`config.mk`:
```
export PLATFORM = sky130hd
export DESIGN_NAME = byte_packer
export DESIGN_NICKNAME = d
export VERILOG_FILES = /design/src/rtl/byte_packer.sv
export SDC_FILE = /design/constraint.sdc
export NUM_CORES = 1
export LEC_CHECK = 0
export BUFFER_PORTS_ARGS = -buffer_cell sky130_fd_sc_hd__buf_2
export CORE_ASPECT_RATIO = 1.5
export CORE_MARGIN = 8
export CORE_UTILIZATION = 40
export CTS_CLUSTER_DIAMETER = 150
export DETAILED_ROUTE_END_ITERATION = 10
export GPL_TIMING_DRIVEN = 0
export PLACE_DENSITY_LB_ADDON = 0.15
export SYNTH_ARGS = -nofsm -noshare
export SYNTH_HDL_FRONTEND = slang
export SYNTH_SLANG_ARGS = --single-unit
```
`constraint.sdc`:
```
create_clock -name clk -period 3.25 [get_ports clk]
set_input_delay 0.325 -clock clk [delete_from_list [all_inputs] [get_ports clk]]
set_output_delay 0.325 -clock clk [all_outputs]
set_load 0.03 [all_outputs]
```
`src/rtl/byte_packer.sv`:
```
// byte_packer: packs an 8-bit valid/ready byte stream into little-endian
// words of BYTES_PER_WORD bytes with a byte-keep mask and explicit flush.
// Ports: clk, rst_n (async, active-low); in_data/in_valid/in_ready byte side;
// flush (single-cycle partial-word request); out_data/out_keep/out_valid/
// out_ready word side; out_parity per-byte even parity (only when the
// BYTE_PACKER_PARITY_EN macro is defined).
module byte_packer #(
    parameter int BYTES_PER_WORD = 4
) (
    input  logic                        clk,
    input  logic                        rst_n,
    input  logic [7:0]                  in_data,
    input  logic                        in_valid,
    output logic                        in_ready,
    input  logic                        flush,
    output logic [8*BYTES_PER_WORD-1:0] out_data,
    output logic [BYTES_PER_WORD-1:0]   out_keep,
    output logic                        out_valid,
`ifdef BYTE_PACKER_PARITY_EN
    output logic [BYTES_PER_WORD-1:0]   out_parity,
`endif
    input  logic                        out_ready
);

    localparam int W  = 8 * BYTES_PER_WORD;
    localparam int CW = $clog2(BYTES_PER_WORD);
    localparam int KW = CW + 1;
    localparam logic [CW-1:0] LAST = CW'(BYTES_PER_WORD - 1);

    typedef enum logic {
        FILL,
        FLUSH_WAIT
    } state_t;

    state_t                    state;
    logic [CW-1:0]             cnt;
    logic [W-1:0]              acc;

    logic                      slot_free;
    logic                      last;
    logic                      take;
    logic                      full;
    logic [KW-1:0]             eff;
    logic [W-1:0]              acc_nxt;
    logic [BYTES_PER_WORD-1:0] keep_nxt;
    logic                      load;
`ifdef BYTE_PACKER_PARITY_EN
    logic [BYTES_PER_WORD-1:0] par_nxt;
`endif

    always_comb begin
        slot_free = !out_valid || out_ready;
        last      = (cnt == LAST);
        in_ready  = (state == FILL) && (!last || slot_free);
        take      = in_valid && in_ready;
        full      = take && last;
        // Effective fill counts a byte accepted in the same cycle.
        eff       = {1'b0, cnt} + {{CW{1'b0}}, take};
        acc_nxt   = acc;
        keep_nxt  = '0;
        for (int k = 0; k < BYTES_PER_WORD; k++) begin
            if (take && cnt == CW'(k))
                acc_nxt[8*k +: 8] = in_data;
            // eff == BYTES_PER_WORD yields all ones for a full word.
            keep_nxt[k] = (KW'(k) < eff);
        end
        if (state == FILL)
            load = full || (flush && eff != '0 && slot_free);
        else
            load = slot_free;
`ifdef BYTE_PACKER_PARITY_EN
        par_nxt = '0;
        for (int k = 0; k < BYTES_PER_WORD; k++)
            par_nxt[k] = ^acc_nxt[8*k +: 8];
`endif
    end

    always_ff @(posedge clk or negedge rst_n) begin
        if (!rst_n) begin
            state     <= FILL;
            cnt       <= '0;
            acc       <= '0;
            out_valid <= 1'b0;
            out_data  <= '0;
            out_keep  <= '0;
`ifdef BYTE_PACKER_PARITY_EN
            out_parity <= '0;
`endif
        end else begin
            if (out_ready)
                out_valid <= 1'b0;
            if (load) begin
                // Unused lanes of acc are zero, so partial words are clean.
                out_valid <= 1'b1;
                out_data  <= acc_nxt;
                out_keep  <= keep_nxt;
`ifdef BYTE_PACKER_PARITY_EN
                out_parity <= par_nxt;
`endif
            end
            unique case (state)
                FILL: begin
                    if (load) begin
                        acc <= '0;
                        cnt <= '0;
                    end else if (flush && eff != '0 && !full) begin
                        // Slot occupied: park the partial word in acc.
                        acc   <= acc_nxt;
                        cnt   <= eff[CW-1:0];
                        state <= FLUSH_WAIT;
                    end else if (take) begin
                        acc <= acc_nxt;
                        cnt <= cnt + CW'(1);
                    end
                end
                FLUSH_WAIT: begin
                    if (load) begin
                        acc   <= '0;
                        cnt   <= '0;
                        state <= FILL;
                    end
                end
                default: state <= FILL;
            endcase
        end
    end

endmodule

```
==> metrics.md <==
| Metric | Value |
|---|---|
| Initial antenna violation count | `0` |
| Core Rows | `40` |
| Detailed-route wire length per cell | `16.8 um` |
| CP max FO | `10` |
| Via/cell ratio | `5.16` |
| Die Wd | `89.2 um` |
| Setup crit start kind | `register` |
| Register area share after synthesis | `0.560` |
| Syn Inst Count | `275` |
| Die Ht | `126 um` |
| Main synth FF type | `dfrtp_1` |
| Synthesized net count | `295` |
| Clk buf depth | `2` |
| WP data arrival | `3120 ps` |
| Clock root cell | `clkbuf_16` |
| Final hold vios | `0` |
| Initial Util | `0.407` |
| Place WS | `399 ps` |
| Leakage | `1.93 nW` |
| Maxcap violations | `0` |
| R2r worst-path depth | `12` |
| Global-route wire length before repair | `12800 um` |
| Slew headroom | `0.665` |
| Overall routing resource usage | `0.150` |
| Synthesized area | `3220 um2` |
| Clock sinks | `72` |
| Post-synthesis register bit count | `72` |
| Vias in the first global route | `2482` |
| Post-CTS resize count | `0` |
| RSZ-0062 raised after global routing | `false` |
| Outcome | `finished clean` |
| CTS Buf Count | `9` |
| DRC viols | `0` |
| Final #Nets | `358` |
| Max Freq | `349 MHz` |
| H-tree level count | `3` |
| Layout Area Growth over Synthesis | `20.6%` |
| Unique masters post-synth | `36` |
| Leading area contributor after synthesis | `dfrtp_1` |
| Post-route ant nets | `0` |
| Final RePlAce weighted congestion | `0.801` |
| Initial DRC count | `138` |
| Cell Area, Placed | `3620 um2` |
| Commonest cells in the netlist | `dfrtp_1, nand2_1, mux2i_1` |
| Critical Path End Type | `register` |
| Pins over their slew limit | `0` |
| Worst Tran Pin Value | `502 ps` |
| Syn. warnings | `0` |
| Fill cell count | `780` |
| Post-DP HPWL | `5450 um` |
| Share of cells above drive strength 1 | `0.246` |
| Latest clock arrival within the worst-skew pair | `330 ps` |
| Most frequent cell after synthesis | `dfrtp_1` |
| Largest cells by area after synthesis | `dfrtp_1, mux2i_1, a22o_1` |
| First-pass DRT Iterations | `6` |
| Antenna diodes | `0` |
| Setup Skew | `3.22 ps` |
| Async S/R FF share, synth | `1.00` |
| I/O Buffers | `50` |
| Total number of vias | `2305` |
| Clk pin slew, worst setup/hold paths | `50 ps` |
| CTS tree | `done` |
| Hold WS | `365 ps` |
| # IOs | `51` |
| Tmin final | `2870 ps` |
| Post-route setup TNS | `0 ps` |
| VDD IR-drop max | `0.000451 V` |
| Setup-failing EPs final | `0` |
| Hold WC Path Type | `in2reg` |
| EDFF count, synth | `0` |
| Design area | `3880 um2` |
| Final WS setup | `381 ps` |
| Final period util | `0.883` |
| Mean Syn Cell Area | `11.7 um2` |
| Critical path class | `reg2reg` |
| Cell Pwr Density | `973 nW/um2` |
| Critical path required time | `3500 ps` |
| Worst Hold Depth | `2` |
| Die area | `11200 um2` |
| Core area | `7910 um2` |
| Largest net degree at the start of global routing | `41` |
| Area share of the largest cell type after synthesis | `0.560` |
| Grt total ovfl | `0` |
| Routed Wire Length | `7520 um` |
==> registers in the layout (all words and copies together), names as in the netlist <==
name	flops
acc	32
cnt	2
out_data	32
out_keep	4
out_valid	1
state	1
==> layer usage <==
metal,global-route usage,part of all wire
met1,0.187,0.45
met2,0.235,0.49
met3,0.0384,0.042
met4,0.0620,0.022
met5,0,0
==> kinds of logic after synthesis <==
| group | synth area share |
|---|---|
| compound gates | 0.149 |
| fa+ha+maj | 0.0272 |
| buf+inv | 0.0366 |
| mux | 0.0996 |
| simple gates | 0.128 |
| flops | 0.560 |
==> worst max-delay path, cell delays in order (launching register included) <==
cell	delay (ps)
dfrtp_1	420
ha_1	300
nand3b_1	180
and2_1	180
ha_1	180
inv_1	50
ha_1	340
o31ai_4	440
a21o_2	240
buf_6	160
buf_6	160
nand2_1	60
o21ai_1	80
==> per-stage QoR <==
step | power [mW] | std cells | utilization
3_3_place_gp | 2.93 | 430 | 0.455
4_1_cts | 3.83 | 447 | 0.491
6_report | 3.77 | 447 | 0.491
2_1_floorplan | 2.51 | 275 | -
5_1_grt | 4.05 | 447 | 0.491
3_5_place_dp | 2.96 | 431 | 0.458
==> path summary, 6_finish.rpt <==
kind,startpoint,to,slack (ps)
max,cnt[0],out_data[30],380
min,in_data[7],acc[15],360
max reg2reg,cnt[0],out_data[30],380
min reg2reg,out_data[19],out_data[19],470
max in group asynchronous,rst_n,out_data[18],2220
min in group asynchronous,rst_n,out_valid,480
==> cells in the final DEF (no fill, tap or decap), drive strengths merged, types with 3 or more instances in the layout <==
| cell type | n |
|---|---|
| a21oi | 5 |
| a22o | 24 |
| and2 | 10 |
| and3 | 3 |
| buf | 61 |
| clkbuf | 16 |
| dfrtp | 72 |
| ha | 7 |
| inv | 5 |
| mux2i | 32 |
| nand2 | 44 |
| nand3 | 3 |
| nor2 | 7 |
| nor3b | 4 |
| o21ai | 34 |
==> layout make-up <==
type	count	area, um2	share of cell area
inverters	5	18.8	0.00484
plain buffers	12	98.8	0.0255
flip-flops and latches	72	1800	0.464
clock buffers	14	244	0.0629
clock inverters	1	5.00	0.00129
repair buffers	52	283	0.0729
multi-input cells	186	1300	0.334
well taps	105	131	0.0339
==> power breakdown <==
group / internal (mW) / switching [mW] / total [mW]
clock: 0.512 / 0.343 / 0.855
sequential: 1.18 / 0.161 / 1.34
combinational: 0.581 / 0.995 / 1.58
total: 2.28 / 1.50 / 3.77
==> what timing repair did <==
action,CTS,global route
hold endpoints to repair,32,0
hold buffers,1,0
buffers inserted,0,0
Power figures use the tool's default switching activity.
